--- src/rtl/audio_pkg.sv ---
// Shared types and helpers for the audio stream sink.
package audio_pkg;

  localparam int SAMPLE_W = 16;

  typedef enum logic {
    MUTED   = 1'b0,
    PLAYING = 1'b1
  } state_e;

  // Signed two's complement to unsigned offset binary: flip the sign bit.
  function automatic logic [SAMPLE_W-1:0] to_offset_binary(input logic [SAMPLE_W-1:0] s);
    return {~s[SAMPLE_W-1], s[SAMPLE_W-2:0]};
  endfunction

endpackage

--- src/rtl/audio_stream_sink_sample_fifo.sv ---
// Small synchronous FIFO for PCM samples. Registered read/write pointers
// and occupancy; a push into a full FIFO is only honoured when a pop
// happens in the same cycle.
module sample_fifo
  import audio_pkg::*;
#(
  parameter  int DEPTH = 4,
  parameter  int WIDTH = SAMPLE_W,
  localparam int PTR_W = $clog2(DEPTH),
  localparam int CNT_W = PTR_W + 1
) (
  input  logic             clk,
  input  logic             rst,
  input  logic             push,
  input  logic             pop,
  input  logic [WIDTH-1:0] din,
  output logic [WIDTH-1:0] dout,
  output logic             full,
  output logic             empty,
  output logic [CNT_W-1:0] count
);

  logic [WIDTH-1:0] mem_q [DEPTH];
  logic [WIDTH-1:0] mem_d [DEPTH];
  logic [PTR_W-1:0] wr_ptr_q, wr_ptr_d;
  logic [PTR_W-1:0] rd_ptr_q, rd_ptr_d;
  logic [CNT_W-1:0] count_q, count_d;
  logic             do_push, do_pop;

  assign full    = (count_q == CNT_W'(DEPTH));
  assign empty   = (count_q == '0);
  assign do_pop  = pop && !empty;
  assign do_push = push && (!full || do_pop);
  assign dout    = mem_q[rd_ptr_q];
  assign count   = count_q;

  // Next pointers, storage and occupancy; push and pop may coincide.
  always_comb begin
    mem_d    = mem_q;
    wr_ptr_d = wr_ptr_q;
    rd_ptr_d = rd_ptr_q;
    count_d  = count_q;
    if (do_push) begin
      mem_d[wr_ptr_q] = din;
      wr_ptr_d        = wr_ptr_q + PTR_W'(1);
    end
    if (do_pop) begin
      rd_ptr_d = rd_ptr_q + PTR_W'(1);
    end
    case ({do_push, do_pop})
      2'b10:   count_d = count_q + CNT_W'(1);
      2'b01:   count_d = count_q - CNT_W'(1);
      default: count_d = count_q;
    endcase
  end

  // Pointer/occupancy registers; storage itself needs no reset.
  always_ff @(posedge clk) begin
    if (rst) begin
      wr_ptr_q <= '0;
      rd_ptr_q <= '0;
      count_q  <= '0;
    end else begin
      wr_ptr_q <= wr_ptr_d;
      rd_ptr_q <= rd_ptr_d;
      count_q  <= count_d;
    end
    mem_q <= mem_d;
  end

endmodule

--- src/rtl/audio_stream_sink.sv ---
// Consumer of the 32-bit stb/ack audio stream: buffers PCM samples,
// plays them at a fixed sample rate through a first-order sigma-delta
// modulator and drives the amplifier shutdown pin.
//
//   state   | meaning
//   --------+------------------------------------------------------------
//   MUTED   | amplifier off, sample forced to 0, waiting for PRIME_LEVEL
//   PLAYING | amplifier on, one sample popped per tick, underruns counted
module audio_stream_sink
  import audio_pkg::*;
#(
  parameter int CLK_DIV     = 2268,
  parameter int FIFO_DEPTH  = 4,
  parameter int PRIME_LEVEL = 2,
  parameter int MUTE_AFTER  = 256
) (
  input  logic        clk,
  input  logic        rst,
  input  logic [31:0] input_audio,
  input  logic        input_audio_stb,
  output logic        input_audio_ack,
  output logic        audio_pwm,
  output logic        audio_sd,
  output logic [15:0] underrun_count
);

  localparam int CNT_W = $clog2(CLK_DIV);
  localparam int OCC_W = $clog2(FIFO_DEPTH) + 1;
  localparam int RUN_W = $clog2(MUTE_AFTER + 1);

  localparam logic [CNT_W-1:0] TICK_AT = CNT_W'(CLK_DIV - 1);
  localparam logic [OCC_W-1:0] PRIME_C = OCC_W'(PRIME_LEVEL);
  localparam logic [RUN_W-1:0] MUTE_C  = RUN_W'(MUTE_AFTER);

  logic [CNT_W-1:0]    tick_cnt_q, tick_cnt_d;
  logic                tick;
  logic                ack_q, ack_d;
  state_e              state_q, state_d;
  logic [SAMPLE_W-1:0] sample_q, sample_d;
  logic [RUN_W-1:0]    run_q, run_d;
  logic [15:0]         underrun_q, underrun_d;
  logic                sd_q, sd_d;
  logic [SAMPLE_W-1:0] acc_q, acc_d;
  logic                pwm_q, pwm_d;
  logic [SAMPLE_W:0]   mod_sum;

  logic                fifo_push, fifo_pop, fifo_full, fifo_empty;
  logic [SAMPLE_W-1:0] fifo_dout;
  logic [OCC_W-1:0]    fifo_count;
  logic                unused_hi;

  // Upper half of the stream word carries nothing for this sink.
  assign unused_hi = ^input_audio[31:16];

  assign tick      = (tick_cnt_q == TICK_AT);
  assign fifo_push = input_audio_stb && ack_q;

  sample_fifo #(
    .DEPTH (FIFO_DEPTH),
    .WIDTH (SAMPLE_W)
  ) u_fifo (
    .clk   (clk),
    .rst   (rst),
    .push  (fifo_push),
    .pop   (fifo_pop),
    .din   (input_audio[SAMPLE_W-1:0]),
    .dout  (fifo_dout),
    .full  (fifo_full),
    .empty (fifo_empty),
    .count (fifo_count)
  );

  // Free-running sample-period counter, wraps on the tick.
  always_comb begin
    tick_cnt_d = tick ? '0 : tick_cnt_q + CNT_W'(1);
  end

  // A tick pops when priming completes (MUTED) or when data is available (PLAYING).
  always_comb begin
    fifo_pop = 1'b0;
    if (tick) begin
      if (state_q == MUTED) begin
        fifo_pop = (fifo_count >= PRIME_C);
      end else begin
        fifo_pop = !fifo_empty;
      end
    end
  end

  // Ack only when idle; with ack low nothing is pushed this cycle, so room
  // after the pop is "not full, or popping".
  always_comb begin
    ack_d = input_audio_stb && !ack_q && (!fifo_full || fifo_pop);
  end

  // Playback state, current sample and underrun bookkeeping.
  always_comb begin
    state_d    = state_q;
    sample_d   = sample_q;
    run_d      = run_q;
    underrun_d = underrun_q;
    case (state_q)
      MUTED: begin
        sample_d = '0;
        run_d    = '0;
        if (fifo_pop) begin
          state_d  = PLAYING;
          sample_d = fifo_dout;
        end
      end
      PLAYING: begin
        if (tick) begin
          if (fifo_pop) begin
            sample_d = fifo_dout;
            run_d    = '0;
          end else begin
            if (underrun_q != 16'hFFFF) begin
              underrun_d = underrun_q + 16'd1;
            end
            if (run_q + RUN_W'(1) == MUTE_C) begin
              state_d  = MUTED;
              sample_d = '0;
              run_d    = '0;
            end else begin
              run_d = run_q + RUN_W'(1);
            end
          end
        end
      end
      default: state_d = MUTED;
    endcase
    sd_d = (state_q == PLAYING);
  end

  // First-order sigma-delta: carry out of the 16-bit accumulator is the bit.
  always_comb begin
    mod_sum = {1'b0, acc_q} + {1'b0, to_offset_binary(sample_q)};
    acc_d   = mod_sum[SAMPLE_W-1:0];
    pwm_d   = mod_sum[SAMPLE_W];
  end

  // All block state, synchronous reset.
  always_ff @(posedge clk) begin
    if (rst) begin
      tick_cnt_q <= '0;
      ack_q      <= 1'b0;
      state_q    <= MUTED;
      sample_q   <= '0;
      run_q      <= '0;
      underrun_q <= '0;
      sd_q       <= 1'b0;
      acc_q      <= '0;
      pwm_q      <= 1'b0;
    end else begin
      tick_cnt_q <= tick_cnt_d;
      ack_q      <= ack_d;
      state_q    <= state_d;
      sample_q   <= sample_d;
      run_q      <= run_d;
      underrun_q <= underrun_d;
      sd_q       <= sd_d;
      acc_q      <= acc_d;
      pwm_q      <= pwm_d;
    end
  end

  assign input_audio_ack = ack_q;
  assign audio_pwm       = pwm_q;
  assign audio_sd        = sd_q;
  assign underrun_count  = underrun_q;

endmodule

--- config.mk ---
export PLATFORM = sky130hd
export DESIGN_NAME = audio_stream_sink
export DESIGN_NICKNAME = d
export VERILOG_FILES = /design/src/rtl/audio_pkg.sv /design/src/rtl/audio_stream_sink_sample_fifo.sv /design/src/rtl/audio_stream_sink.sv
export SDC_FILE = /design/constraint.sdc
export NUM_CORES = 1
export LEC_CHECK = 0
export CORE_AREA = 2 2 113 115
export DETAILED_ROUTE_END_ITERATION = 8
export DIE_AREA = 0 0 115 117
export MAX_ROUTING_LAYER = met4
export PLACE_DENSITY = 0.75
export SLEW_MARGIN = 20
export SYNTH_ARGS = -nofsm -noshare
export SYNTH_HDL_FRONTEND = slang
export SYNTH_SLANG_ARGS = --single-unit
--- constraint.sdc ---
create_clock -name clk -period 2.8 [get_ports clk]
set_input_delay 0.42 -clock clk [delete_from_list [all_inputs] [get_ports clk]]
set_output_delay 0.42 -clock clk [all_outputs]
set_load 0.02 [all_outputs]
======== After elaboration in Yosys (flattened, before gate mapping) ========
Cells that the tools add are included.
word-level totals
  input bits .............................. 35
  flip-flop bits (word level) ............. 144
  output and inout bits ................... 19
cells by class
  add/subtract/negate cells ............... 8
  magnitude comparators ................... 4
  muxes and demuxes ....................... 23
  bitwise logic cells ..................... 5
  reductions and logical operators ........ 16
  equal/unequal tests ..................... 8
operators by type and width
  cell                                                                                  number
  16-bit two-way mux                                                                    7
  64-bit bitwise mux                                                                    1
  16-bit binary-select mux with 2-bit select                                            1
  16-bit demux with 2-bit select                                                        1
  16-bit one-hot mux with 2 select lines                                                1
  9-bit two-way mux                                                                     3
  9-bit one-hot mux with 2 select lines                                                 1
  16-bit by 16-bit adder with 17-bit output                                             1
  16-bit by 1-bit adder with 16-bit output (second input constant)                      1
  16-bit inequality test (second input constant)                                        1
  12-bit by 1-bit adder with 12-bit output (second input constant)                      1
  12-bit == test (second input constant)                                                1
  9-bit by 1-bit adder with 9-bit output (second input constant)                        1
  9-bit == test (second input constant)                                                 1
  3-bit greater-or-equal comparator (second input constant)                             2
  1-bit logical AND                                                                     6
  1-bit two-way mux                                                                     6
  2-bit inverter with 3-bit output                                                      2
  3-bit one-hot mux with 2 select lines                                                 1
  2-bit by 1-bit adder with 2-bit output (second input constant)                        2
  4-bit AND reduction                                                                   1
  3-bit by 1-bit adder with 3-bit output (second input constant)                        1
  3-bit == test (second input constant)                                                 1
  3-bit by 2-bit greater-or-equal comparator with 1-bit output (second input constant)  1
  14 further kinds                                                                      19

======== Logic depth before layout (Yosys ltp) ========
Gate-level depths: netlist of run 1.
  word-level depth ........................ 9
  mapped depth ............................ 12
  depth with buffers taken out ............ 12

======== Modules after synthesis ========
A second synthesis of run 1 with hierarchy kept.
second synthesis, totals
  cell total of the unflattened synthesis .. 537
  area, all modules ....................... 6451.2 um^2
modules (own cells, without submodules)
  module             seq. area each (um^2)  cells an instance  instances  area each (um^2)
  audio_stream_sink  1461.4                 402                1          3626.0
  sample_fifo        2062.0                 135                1          2825.2

======== Worst setup path before layout of run 1 ========
Ideal clock, no wire load.
  path kind ............................... register -> register
  start point ............................. reg tick_cnt_q[0]
  end point ............................... reg u_fifo.count_q[2] (netlist: u_fifo.count[2])
  library setup time ...................... 0.071 ns
  path slack .............................. -0.024 ns
  arrival time ............................ 2.753 ns
  stages on the path, launching flop included .. 12
  path through ............................ dfxtp_1 -> ha_1 -> and3b_1 -> nand3_1 -> nor2_1 -> clkbuf_1 -> ha_1 -> inv_1 -> fa_1 -> xor2_1 -> or3_1 -> a21oi_1
on the way
  longest elaborated chain between the ends .. 7
  elaborated cells between the ends (all ways) .. 9
RTL lines
  element                                                                             RTL line                             text
  start: declaration                                                                  audio_stream_sink.sv:35              logic [CNT_W-1:0] tick_cnt_q, tick_cnt_d;
  start signal: assignment                                                            audio_stream_sink.sv:155             tick_cnt_q <= tick_cnt_d;
  12-bit == test (*)                                                                  audio_stream_sink.sv:55              assign tick = (tick_cnt_q == TICK_AT);
  1-bit two-way mux (*)                                                               audio_stream_sink.sv:81              if (tick) begin
  1-bit logical AND (*)                                                               audio_stream_sink_sample_fifo.sv:32  assign do_pop = pop && !empty;
  via u_fifo.do_pop                                                                   audio_stream_sink_sample_fifo.sv:28  logic do_push, do_pop;
  1-bit logical OR                                                                    audio_stream_sink_sample_fifo.sv:33  assign do_push = push && (!full || do_pop);
  1-bit logical AND                                                                   audio_stream_sink_sample_fifo.sv:33
  2-bit by 1-bit == test with 1-bit output / 2-bit == test (equally long branches)    audio_stream_sink_sample_fifo.sv:50  case ({do_push, do_pop})
  3-bit one-hot mux with 2 select lines / 2-bit nonzero test (equally long branches)  --
  end signal: assignment                                                              audio_stream_sink_sample_fifo.sv:66  count_q <= count_d;
  end: declaration                                                                    audio_stream_sink_sample_fifo.sv:27  logic [CNT_W-1:0] count_q, count_d;
Mark *: on every way through the listed nets, which the timed path passes. The rest lies on a longest branch.
A chain may end at the register's enable or synchronous reset.

======== Final worst setup path of run 1 ========
  start point ............................. reg tick_cnt_q[0]
  end point ............................... reg u_fifo.count_q[2] (netlist: u_fifo.count[2])
on the way
  longest elaborated chain between the ends .. 7
  elaborated cells between the ends (all ways) .. 9
RTL lines
  element                                                                             RTL line
  12-bit == test (*)                                                                  audio_stream_sink.sv:55
  1-bit two-way mux (*)                                                               audio_stream_sink.sv:81
  1-bit logical AND (*)                                                               audio_stream_sink_sample_fifo.sv:32
  1-bit logical OR                                                                    audio_stream_sink_sample_fifo.sv:33
  1-bit logical AND                                                                   audio_stream_sink_sample_fifo.sv:33
  2-bit by 1-bit == test with 1-bit output / 2-bit == test (equally long branches)    audio_stream_sink_sample_fifo.sv:50
  3-bit one-hot mux with 2 select lines / 2-bit nonzero test (equally long branches)  --
Mark *: on every way between the ends. The rest lies on a longest branch, timed or not.

==> metrics.csv, run 1 <==
stage,metric,value,unit
outcome,outcome,finished clean,
synthesis,Yosys top cell by area,edfxtp_1,
timing,max-slew violations,0,
place,Port Buffers,37,
cells_and_area,Final nets,647,
clocking,H-Tree Level Count,4,
cells_and_area,diode count,0,
clocking,TritonCTS clock tree,yes,
floorplan,Die ar.,13500,µm²
clocking,later-pin clock latency in the skew report,0.42,ns
power,leakage power,2.58,nW
floorplan,starting density of the core,51.1,%
floorplan,Die Y,117,µm
floorplan,Die Wd,115,µm
clocking,post-CTS sizing,0,
clocking,hold_buf cts,0,
run,max_cap viols,0,
power,Worst VDD drop,0.632,mV
global_routing,vias in the first global route,4148,
timing,final hold violation count,0,
synthesis,Syn Inst Count,536,
setup_path,critical path type,reg2reg,
floorplan,I/O pin count,54,
power,clock share of power,48.7,%
timing,Max-slew headroom,42.3,%
synthesis,Mapped Avg Cell Area,11.7,µm²
cells_and_area,area delta synth->final,18.2,%
global_routing,first-pass GRT wire length,19300,µm
timing,crit path time final,2.63,ns
timing,setup TNS,0,ns
cells_and_area,# fillers,969,
clocking,total CTS buffers,17,
synthesis,Synthesized Nets,597,
cells_and_area,Final Util,60.4,%
drt,DRT antenna net count,0,
synthesis,Post-synth EDFFs,64,
drt,drt initial violations,301,
clocking,Post-CTS Setup Repair Bufs,0,
timing,Final Cycle Share,93.9,%
setup_path,Worst EP required,3.15,ns
drt,1st-pass router iterations,4,
cells_and_area,"most common cell after layout, fill and taps aside",nor2_1,
power,Comb pwr share,2.5,%
drt,final routed DRC violation total,0,
synthesis,Synth async-reset ratio,0,%
global_routing,largest net degree at the start of global routing,29,
power,pwr dens,612,nW/µm²
synthesis,Yosys reg bits,144,
global_routing,All-Layer GR Usage,19.2,%
synthesis,share of the synthesized area in the top cell type,30.6,%
clocking,Longest Clk Path Bufs,2,
timing,Layout Skew,0.0122,ns
drt,Vias,4271,
clocking,root buf cell,clkbuf_16,
timing,measured slew at the worst slew-check pin,0.864,ns
place,post-DP HPWL,7810,µm
cells_and_area,most frequent cells in the layout,"nor2_1, dfxtp_1, edfxtp_1, clkdlybuf4s50_1, ha_1",
drt,post-DR wirelength/cell,15.5,µm
setup_path,worst-path fanout max,4,
timing,final setup vio count,0,
synthesis,Cell variety after synth,60,
global_routing,initial antenna violation count,0,
setup_path,Crit. End Element,register,
floorplan,Core ar.,12300,µm²
cells_and_area,share of cells above drive strength 1,11.2,%
drt,Via density,5.70,
power,Int Power,3.60,mW
global_routing,GRT Residual Overflow,0,
synthesis,Synth Flop Type,dfxtp_1,
timing,RSZ-0062 raised after global routing,no,
power,Sw Ratio,21.0,%
floorplan,row count,41,
setup_path,WP data arrival,2.98,ns
clocking,TritonCTS Sinks,144,
synthesis,Area contributors post-synth,"edfxtp_1, dfxtp_1, mux4_2",
clocking,"Reg clk slew, reported paths",0.06,ns
worst_hold_path,Hold/Removal Path Class,in2reg,
timing,max frequency,380,MHz
place,Final GP Congestion,0.829,
synthesis,sequential area share after synthesis,56.0,%
setup_path,startpoint types,register,
drt,drt total wl,11600,µm
synthesis,yosys warns,0,
synthesis,Post-Syn Area,6290,µm²
power,Net Sw Power,0.954,mW
power,Sequential Power Share,48.9,%
==> worst paths after layout <==
path / start / to / slack, ns / cells past startpoint
worst max register to register: tick_cnt_q[0]$_SDFF_PP0_ / u_fifo.count[2]$_SDFFE_PP0P_ / 0.17 / 12
worst min register to register: input_audio_ack$_SDFF_PP0_ / input_audio_ack$_SDFF_PP0_ / 0.46 / 1
worst max-delay path: tick_cnt_q[0]$_SDFF_PP0_ / u_fifo.count[2]$_SDFFE_PP0P_ / 0.17 / 12
worst min-delay path: rst / underrun_count[15]$_SDFFE_PP0P_ / 0.41 / 2
==> per-stage QoR <==
step / cell area, µm² / setup slack (ns) / hold WS [ns] / instances / power [mW]
after global routing: 7430 / 0.0295 / 0.434 / 749 / 4.71
after CTS: 7430 / 0.0535 / 0.414 / 749 / 4.60
final: 7430 / 0.171 / 0.406 / 749 / 4.55
after detailed placement: 6840 / 0.0767 / 0.452 / 717 / 2.38
after global placement: 6840 / 0.202 / 0.447 / 717 / 2.37
after floorplan: 6290 / 0.0611 / 0.430 / 536 / 2.32
==> Yosys cell counts, drive strengths merged (3+ instances only) <==
| master | number |
|---|---|
| and2 | 5 |
| ha | 24 |
| or3 | 5 |
| nor2 | 85 |
| edfxtp | 64 |
| xnor2 | 18 |
| mux2i | 3 |
| clkbuf | 10 |
| nand3 | 24 |
| a22oi | 17 |
| a21o | 6 |
| nand4 | 10 |
| nor4b | 4 |
| xor2 | 21 |
| nor2b | 8 |
| o21ai | 14 |
| a211oi | 6 |
| a21oi | 16 |
| buf | 6 |
| nor3 | 13 |
| nand2 | 23 |
| nor4 | 4 |
| dfxtp | 80 |
| mux4 | 16 |
| and3 | 7 |
| inv | 12 |
==> cells by family (layout without fill, tap and decap cells) <==
logic type / Yosys count / after routing / synth area share (%)
AOI/OAI and AO/OA: 78 / 78 / 8.89
xor gates and xnor gates: 39 / 39 / 5.43
adders and majority gates: 26 / 26 / 5.41
buffers and inverters: 28 / 91 / 1.95
DFF: 144 / 144 / 56.0
muxes: 20 / 20 / 6.39
and+or+nand+nor: 201 / 201 / 15.9
==> cell type report <==
cell class / instances / area, µm² / share of cell area, %
flip-flops and latches: 144 / 3520 / 47.4
multi-input cells: 364 / 2650 / 35.6
repair buffers: 47 / 440 / 5.93
clock buffers: 19 / 433 / 5.82
well taps: 150 / 188 / 2.53
clock inverters: 13 / 154 / 2.07
inverters: 12 / 45.0 / 0.606
==> state kept, by name, summed over array words and instances (netlist names), 2 cells and up <==
name / flops
tick_cnt_q: 12
underrun_count: 16
u_fifo.mem_q: 64
u_fifo.rd_ptr_q: 2
acc_q: 16
u_fifo.wr_ptr_q: 2
run_q: 9
u_fifo.count: 3
sample_q: 16
==> power groups by stage <==
stage                     combinational (mW)  sequential, mW  clock, mW
after floorplan                       0.0565            2.27          0
after global placement                 0.108            2.27          0
after detailed placement               0.113            2.27          0
after CTS                              0.113            2.22       2.26
after global routing                   0.124            2.22       2.36
final                                  0.113            2.22       2.21
==> per-layer routing <==
layer  up-vias  global-route usage (%)  share of wire [%]
met4         0                    6.99               0.93
met1      2085                    22.9                 44
met2        97                    31.1                 50
li1       2078                       -                  -
met3        11                    5.77                4.9
met5         -                       -                  0
==> worst max-delay path, cell delays in order (launching register included) <==
cell and delay (ns):
dfxtp_1 0.34, ha_1 0.24, and3b_1 0.21, and3_1 0.25, o21ai_2 0.16, nor2_1 0.07, inv_1 0.05, ha_1 0.17
inv_1 0.06, fa_1 0.39, xor2_1 0.17, or3_1 0.32, a21oi_1 0.14
Note: power is estimated with default switching activity, not from simulation.
==> run 2, diff against run 1 <==
==> constraint.sdc (replaced) <==
create_clock -name clk -period 2.8 [get_ports clk]
set_input_delay 0.56 -clock clk [delete_from_list [all_inputs] [get_ports clk]]
set_output_delay 0.56 -clock clk [all_outputs]
set_load 0.02 [all_outputs]
==> metrics.csv, run 2 (synthesized netlist as in run 1, its figures left out) <==
stage,metric,value,unit,change
clocking,hold_buf cts,0,,unchanged
place,Placed Cells incl. Taps,716,,was 717
cells_and_area,max FFs per register,64,,unchanged
cells_and_area,share of cells above drive strength 1,11.0,%,was 11.2%
setup_path,worst-path fanout max,4,,unchanged
timing,final hold slack,0.453,ns,was 0.406 ns
floorplan,Die Y,117,µm,unchanged
clocking,Post-CTS Setup Repair Bufs,0,,unchanged
setup_path,Reg2Reg Setup Slack,0.19,ns,was 0.17 ns
cells_and_area,final non-filler cell total,748,,was 749
cells_and_area,"most common cell after layout, fill and taps aside",nor2_1,,unchanged
floorplan,Die Wd,115,µm,unchanged
global_routing,All-Layer GR Usage,19.4,%,was 19.2%
worst_hold_path,startpoint of the worst hold path,input_audio_ack$_SDFF_PP0_,,was rst
setup_path,WP data arrival,2.96,ns,was 2.98 ns
power,Worst VDD drop,0.463,mV,was 0.632 mV
drt,final routed DRC violation total,0,,unchanged
power,pwr dens,619,nW/µm²,was 612 nW/µm²
floorplan,I/O pin count,54,,unchanged
clocking,post-CTS sizing,0,,unchanged
global_routing,vias in the first global route,4168,,was 4148
place,post-DP HPWL,7730,µm,was 7810 µm
setup_path,reg2reg path depth,12,,unchanged
setup_path,reg2reg end,u_fifo.count[2]$_SDFFE_PP0P_,,unchanged
setup_path,worst r2r src,tick_cnt_q[0]$_SDFF_PP0_,,unchanged
drt,post-DR wirelength/cell,15.6,µm,was 15.5 µm
global_routing,largest net degree at the start of global routing,32,,was 29
timing,Final Cycle Share,93.2,%,was 93.9%
drt,DRT antenna net count,0,,unchanged
global_routing,met1 usage,23.2,%,was 22.9%
global_routing,met3 track demand over resource,4.53,%,was 5.77%
setup_path,startpoint types,register,,unchanged
drt,drt initial violations,359,,was 301
global_routing,GRT Residual Overflow,0,,unchanged
clocking,Longest Clk Path Bufs,2,,unchanged
floorplan,Die ar.,13500,µm²,unchanged
timing,final setup vio count,0,,unchanged
drt,Vias,4196,,was 4271
floorplan,row count,41,,unchanged
timing,measured slew at the worst slew-check pin,0.900,ns,was 0.864 ns
cells_and_area,most frequent cells in the layout,"nor2_1, dfxtp_1, edfxtp_1, clkdlybuf4s50_1, ha_1",,unchanged
global_routing,initial antenna violation count,0,,unchanged
timing,Layout Skew,0.0134,ns,was 0.0122 ns
timing,Setup WS post-layout,0.192,ns,was 0.171 ns
worst_hold_path,hold worst-path end,input_audio_ack$_SDFF_PP0_,,was underrun_count[15]$_SDFFE_PP0P_
global_routing,Top Usage Layer GRT,met2,,unchanged
setup_path,Worst EP required,3.15,ns,about the same
clocking,"Reg clk slew, reported paths",0.06,ns,about the same
worst_hold_path,hold depth,1,,was 2
drt,Via density,5.61,,was 5.70
setup_path,critical path type,reg2reg,,unchanged
run,max_cap viols,0,,unchanged
cells_and_area,Final nets,646,,was 647
clocking,TritonCTS clock tree,yes,,unchanged
clocking,root buf cell,clkbuf_16,,unchanged
place,Place WS,0.159,ns,was 0.0767 ns
timing,setup TNS,0,ns,unchanged
timing,final hold violation count,0,,unchanged
cells_and_area,area delta synth->final,18.1,%,was 18.2%
timing,max-slew violations,0,,unchanged
drt,1st-pass router iterations,5,,was 4
clocking,H-Tree Level Count,4,,unchanged
floorplan,starting density of the core,51.1,%,unchanged
drt,drt total wl,11700,µm,was 11600 µm
cells_and_area,Top reg by flops,u_fifo.mem_q,,unchanged
timing,crit path time final,2.61,ns,was 2.63 ns
clocking,TritonCTS Sinks,144,,unchanged
power,leakage power,2.58,nW,about the same
place,Port Buffers,37,,unchanged
timing,max frequency,383,MHz,was 380 MHz
setup_path,Crit. End Element,register,,unchanged
place,Final GP Congestion,0.838,,was 0.829
global_routing,met2 GRT Util,32.2,%,was 31.1%
timing,RSZ-0062 raised after global routing,no,,unchanged
worst_hold_path,Hold/Removal Path Class,reg2reg,,was in2reg
outcome,outcome,finished clean,,unchanged
clocking,total CTS buffers,17,,unchanged
cells_and_area,diode count,0,,unchanged
floorplan,Core ar.,12300,µm²,unchanged
clocking,later-pin clock latency in the skew report,0.42,ns,about the same
cells_and_area,# fillers,952,,was 969
timing,Max-slew headroom,39.9,%,was 42.3%
global_routing,first-pass GRT wire length,19600,µm,was 19300 µm
-- run 2: changes by cell type in the layout (fill, tap and decap cells not counted), sizes merged --
cell and change:
clkbuf -1, clkinv -4, buf -1, inv +5
-- run 2: per-layer routing --
metal | wire (µm) | share of wire, %
met1 | 5280 | 45
met2 | 5820 | 50
met3 | 424 | 3.6
met4 | 152 | 1.3
met5 | 0 | 0
-- run 2: how the worst max path moves through the flow --
stage                                  start                            to  slack [ns]  cells after the start
finish              tick_cnt_q[0]$_SDFF_PP0_  u_fifo.count[2]$_SDFFE_PP0P_        0.19                     12
detailed placement  tick_cnt_q[0]$_SDFF_PP0_  u_fifo.count[2]$_SDFFE_PP0P_        0.16                     12
CTS                 tick_cnt_q[0]$_SDFF_PP0_  u_fifo.count[2]$_SDFFE_PP0P_        0.09                     12
global placement    tick_cnt_q[0]$_SDFF_PP0_  u_fifo.count[2]$_SDFFE_PP0P_        0.19                     12
floorplan           tick_cnt_q[0]$_SDFF_PP0_  u_fifo.count[2]$_SDFFE_PP0P_        0.06                     11
global route        tick_cnt_q[0]$_SDFF_PP0_  u_fifo.count[2]$_SDFFE_PP0P_        0.04                     12
-- run 2: stage by stage --
stage,total power [mW],util (%),area [µm²]
after floorplan,2.32,-,6290
after global placement,2.37,55.5,6830
after detailed placement,2.38,55.5,6830
after CTS,4.65,60.3,7430
after global routing,4.74,60.3,7430
final,4.60,60.3,7430
-- run 2: area by class of cell --
type                            instances  area (µm²)  share of cell area [%]
Clock inverter                         14         166                    2.24
Sequential cell                       144        3520                    47.4
Inverter                               12        45.0                   0.606
Timing Repair Buffer                   46         433                    5.83
Multi-Input combinational cell        364        2650                    35.6
Clock buffer                           18         429                    5.78
Tap cell                              150         188                    2.53
-- run 2: worst max-delay path: stages, from the launching register on --
cell and delay, ns:
dfxtp_1 0.33, ha_1 0.24, and3b_1 0.21, and3_1 0.24
o21ai_1 0.20, nor2_1 0.08, inv_1 0.06, ha_1 0.17
inv_1 0.06, fa_1 0.37, xor2_1 0.16, or3_1 0.30
a21oi_1 0.14
-- run 2: power breakdown --
| part | internal (mW) | switching, mW |
|---|---|---|
| Sequential | 2.21 | 0.0106 |
| Clock | 1.35 | 0.920 |
| Combinational | 0.0514 | 0.0614 |
==> run 3, diff against run 2 <==
--- a/config.mk
+++ b/config.mk
@@ -5,11 +5,12 @@
 export SDC_FILE = /design/constraint.sdc
 export NUM_CORES = 1
 export LEC_CHECK = 0
-export CORE_AREA = 2 2 113 115
+export CORE_AREA = 2 2 111 113
+export CTS_BUF_LIST = sky130_fd_sc_hd__clkbuf_4 sky130_fd_sc_hd__clkbuf_8
 export DETAILED_ROUTE_END_ITERATION = 8
-export DIE_AREA = 0 0 115 117
+export DIE_AREA = 0 0 113 115
 export MAX_ROUTING_LAYER = met4
-export PLACE_DENSITY = 0.75
+export PLACE_DENSITY = 0.77
 export SLEW_MARGIN = 20
 export SYNTH_ARGS = -nofsm -noshare
 export SYNTH_HDL_FRONTEND = slang
==> metrics.csv, run 3 (synthesized netlist as in run 1, its figures left out) <==
stage,metric,value,unit,change
timing,Max-slew headroom,45.8,%,was 39.9%
power,Int Power,2.91,mW,was 3.61 mW
global_routing,GRT Residual Overflow,0,,unchanged
cells_and_area,most frequent cells in the layout,"nor2_1, dfxtp_1, edfxtp_1, clkdlybuf4s50_1",,"was nor2_1, dfxtp_1, edfxtp_1, clkdlybuf4s50_1, ha_1"
place,Port Buffers,37,,unchanged
setup_path,Worst path slowest cell,fa_1,,unchanged
power,Worst VDD drop,0.387,mV,was 0.463 mV
power,clock share of power,38.3,%,was 49.2%
timing,crit path time final,2.60,ns,was 2.61 ns
timing,final hold violation count,0,,unchanged
clocking,later-pin clock latency in the skew report,0.44,ns,was 0.42 ns
cells_and_area,"most common cell after layout, fill and taps aside",nor2_1,,unchanged
setup_path,startpoint types,register,,unchanged
clocking,"Reg clk slew, reported paths",0.08,ns,was 0.06 ns
timing,final setup vio count,0,,unchanged
power,Comb pwr share,3.0,%,was 2.5%
setup_path,worst-path fanout max,4,,unchanged
setup_path,WP buf/inv,2,,unchanged
outcome,failing checks,DRC,,
place,post-DP HPWL,7850,µm,was 7730 µm
worst_hold_path,Hold/Removal Path Class,reg2reg,,unchanged
power,Total Power,3.78,mW,was 4.60 mW
clocking,total CTS buffers,17,,unchanged
setup_path,WP data arrival,2.97,ns,was 2.96 ns
global_routing,vias in the first global route,4111,,was 4168
worst_hold_path,startpoint of the worst hold path,input_audio_ack$_SDFF_PP0_,,unchanged
clocking,hold_buf cts,0,,unchanged
cells_and_area,max FFs per register,64,,unchanged
setup_path,CP peak stage delay,0.37,ns,about the same
cells_and_area,area delta synth->final,14.4,%,was 18.1%
drt,Via density,5.72,,was 5.61
setup_path,cell mode on critical path,inv_1,,
floorplan,row count,40,,was 41
setup_path,Worst EP required,3.17,ns,was 3.15 ns
setup_path,"CP delay by family, top",simple AND/OR/NAND/NOR gates,,unchanged
clocking,H-Tree Level Count,4,,unchanged
timing,RSZ-0062 raised after global routing,no,,unchanged
floorplan,I/O pin count,54,,unchanged
setup_path,CP cell instances,ha_2 -> and3b_1 -> and3_2 -> o21ai_2 -> nor2_1 -> inv_1 -> ha_1 -> inv_1 -> fa_1 -> xor2_1 -> or3_1 -> a21oi_1,,was ha_1 -> and3b_1 -> and3_1 -> o21ai_1 -> nor2_1 -> inv_1 -> ha_1 -> inv_1 -> fa_1 -> xor2_1 -> or3_1 -> a21oi_1
drt,post-DR wirelength/cell,15.0,µm,was 15.6 µm
drt,final routed DRC violation total,5,,was 0
run,max_cap viols,0,,unchanged
timing,Final Cycle Share,92.9,%,was 93.2%
power,pwr dens,526,nW/µm²,was 619 nW/µm²
floorplan,Die Wd,113,µm,was 115 µm
cells_and_area,# fillers,943,,was 952
power,Net Sw Power,0.876,mW,was 0.992 mW
floorplan,starting density of the core,53.2,%,was 51.1%
clocking,root buf cell,clkbuf_8,,was clkbuf_16
power,Sequential Power Share,58.7,%,was 48.3%
setup_path,critical path type,reg2reg,,unchanged
setup_path,Critical Path Start,tick_cnt_q[0]$_SDFF_PP0_,,unchanged
clocking,Longest Clk Path Bufs,2,,unchanged
outcome,outcome,"finished, violations left",,was finished clean
timing,Layout Skew,0.00857,ns,was 0.0134 ns
place,Final GP Congestion,0.833,,was 0.838
global_routing,first-pass GRT wire length,19200,µm,was 19600 µm
floorplan,Core ar.,11800,µm²,was 12300 µm²
place,Place WS,0.0938,ns,was 0.159 ns
floorplan,Die Y,115,µm,was 117 µm
setup_path,Crit. End Element,register,,unchanged
global_routing,largest net degree at the start of global routing,27,,was 32
clocking,Post-CTS Setup Repair Bufs,0,,unchanged
clocking,TritonCTS Sinks,144,,unchanged
global_routing,All-Layer GR Usage,19.3,%,was 19.4%
cells_and_area,share of cells above drive strength 1,11.7,%,was 11.0%
setup_path,worst r2r src,tick_cnt_q[0]$_SDFF_PP0_,,unchanged
drt,DRT antenna net count,0,,unchanged
drt,drt total wl,11200,µm,was 11700 µm
timing,max-slew violations,0,,unchanged
timing,Setup WS post-layout,0.198,ns,was 0.192 ns
cells_and_area,Final Util,60.9,%,was 60.3%
drt,1st-pass router iterations,8,,was 5
cells_and_area,Top reg by flops,u_fifo.mem_q,,unchanged
timing,measured slew at the worst slew-check pin,0.811,ns,was 0.900 ns
power,Sw Ratio,23.2,%,was 21.6%
cells_and_area,Final nets,647,,was 646
global_routing,initial antenna violation count,0,,unchanged
drt,drt initial violations,395,,was 359
power,leakage power,2.47,nW,was 2.58 nW
drt,Vias,4267,,was 4196
cells_and_area,diode count,0,,unchanged
timing,max frequency,384,MHz,was 383 MHz
timing,setup TNS,0,ns,unchanged
floorplan,Die ar.,13000,µm²,was 13500 µm²
clocking,TritonCTS clock tree,yes,,unchanged
timing,final hold slack,0.454,ns,was 0.453 ns
run 3: cell count changes in the layout (fill, tap and decap cells not counted), sizes merged:
cell	change
buf	+1
bufinv	-2
clkbuf	+1
clkinv	+4
clkinvlp	+1
inv	-4
run 3: power by group through the flow:
stage	combinational [mW]	clock, mW	sequential (mW)
after CTS	0.113	1.49	2.22
after floorplan	0.0565	0	2.27
after detailed placement	0.112	0	2.27
after global routing	0.126	1.58	2.22
after global placement	0.107	0	2.27
final	0.114	1.45	2.22
run 3: cell type report:
| cell class | instances | area [µm²] | share of cell area [%] |
|---|---|---|---|
| well taps | 147 | 184 | 2.56 |
| multi-input cells | 364 | 2650 | 36.9 |
| clock buffers | 19 | 249 | 3.46 |
| repair buffers | 47 | 440 | 6.12 |
| clock inverters | 13 | 103 | 1.43 |
| inverters | 12 | 45.0 | 0.626 |
| flip-flops and latches | 144 | 3520 | 49.0 |
run 3: what timing repair did:
item | in CTS | in global routing
resized for setup | 0 | 4
endpoints found under the setup margin | 0 | 1
endpoints found under the hold margin | 0 | 0
run 3: path summary, 6_finish.rpt:
kind                            slack, ns  cells after the start                           end
worst max-delay path                 0.20                     12  u_fifo.count[2]$_SDFFE_PP0P_
worst min-delay path                 0.45                      1    input_audio_ack$_SDFF_PP0_
worst max register to register       0.20                     12  u_fifo.count[2]$_SDFFE_PP0P_
worst min register to register       0.45                      1    input_audio_ack$_SDFF_PP0_
run 3: metrics by stage:
step / cells / instance area (µm²)
after CTS: 746 / 7190
after floorplan: 536 / 6290
after global placement: 714 / 6840
after detailed placement: 714 / 6840
final: 746 / 7200
after global routing: 746 / 7200
run 3: routing by layer:
layer,up-vias,GRT usage (%),share of wire (%)
met2,121,31.0,49
met5,-,-,0
met1,2044,23.9,44
li1,2084,-,-
met4,0,6.34,1.5
met3,18,5.17,5.1
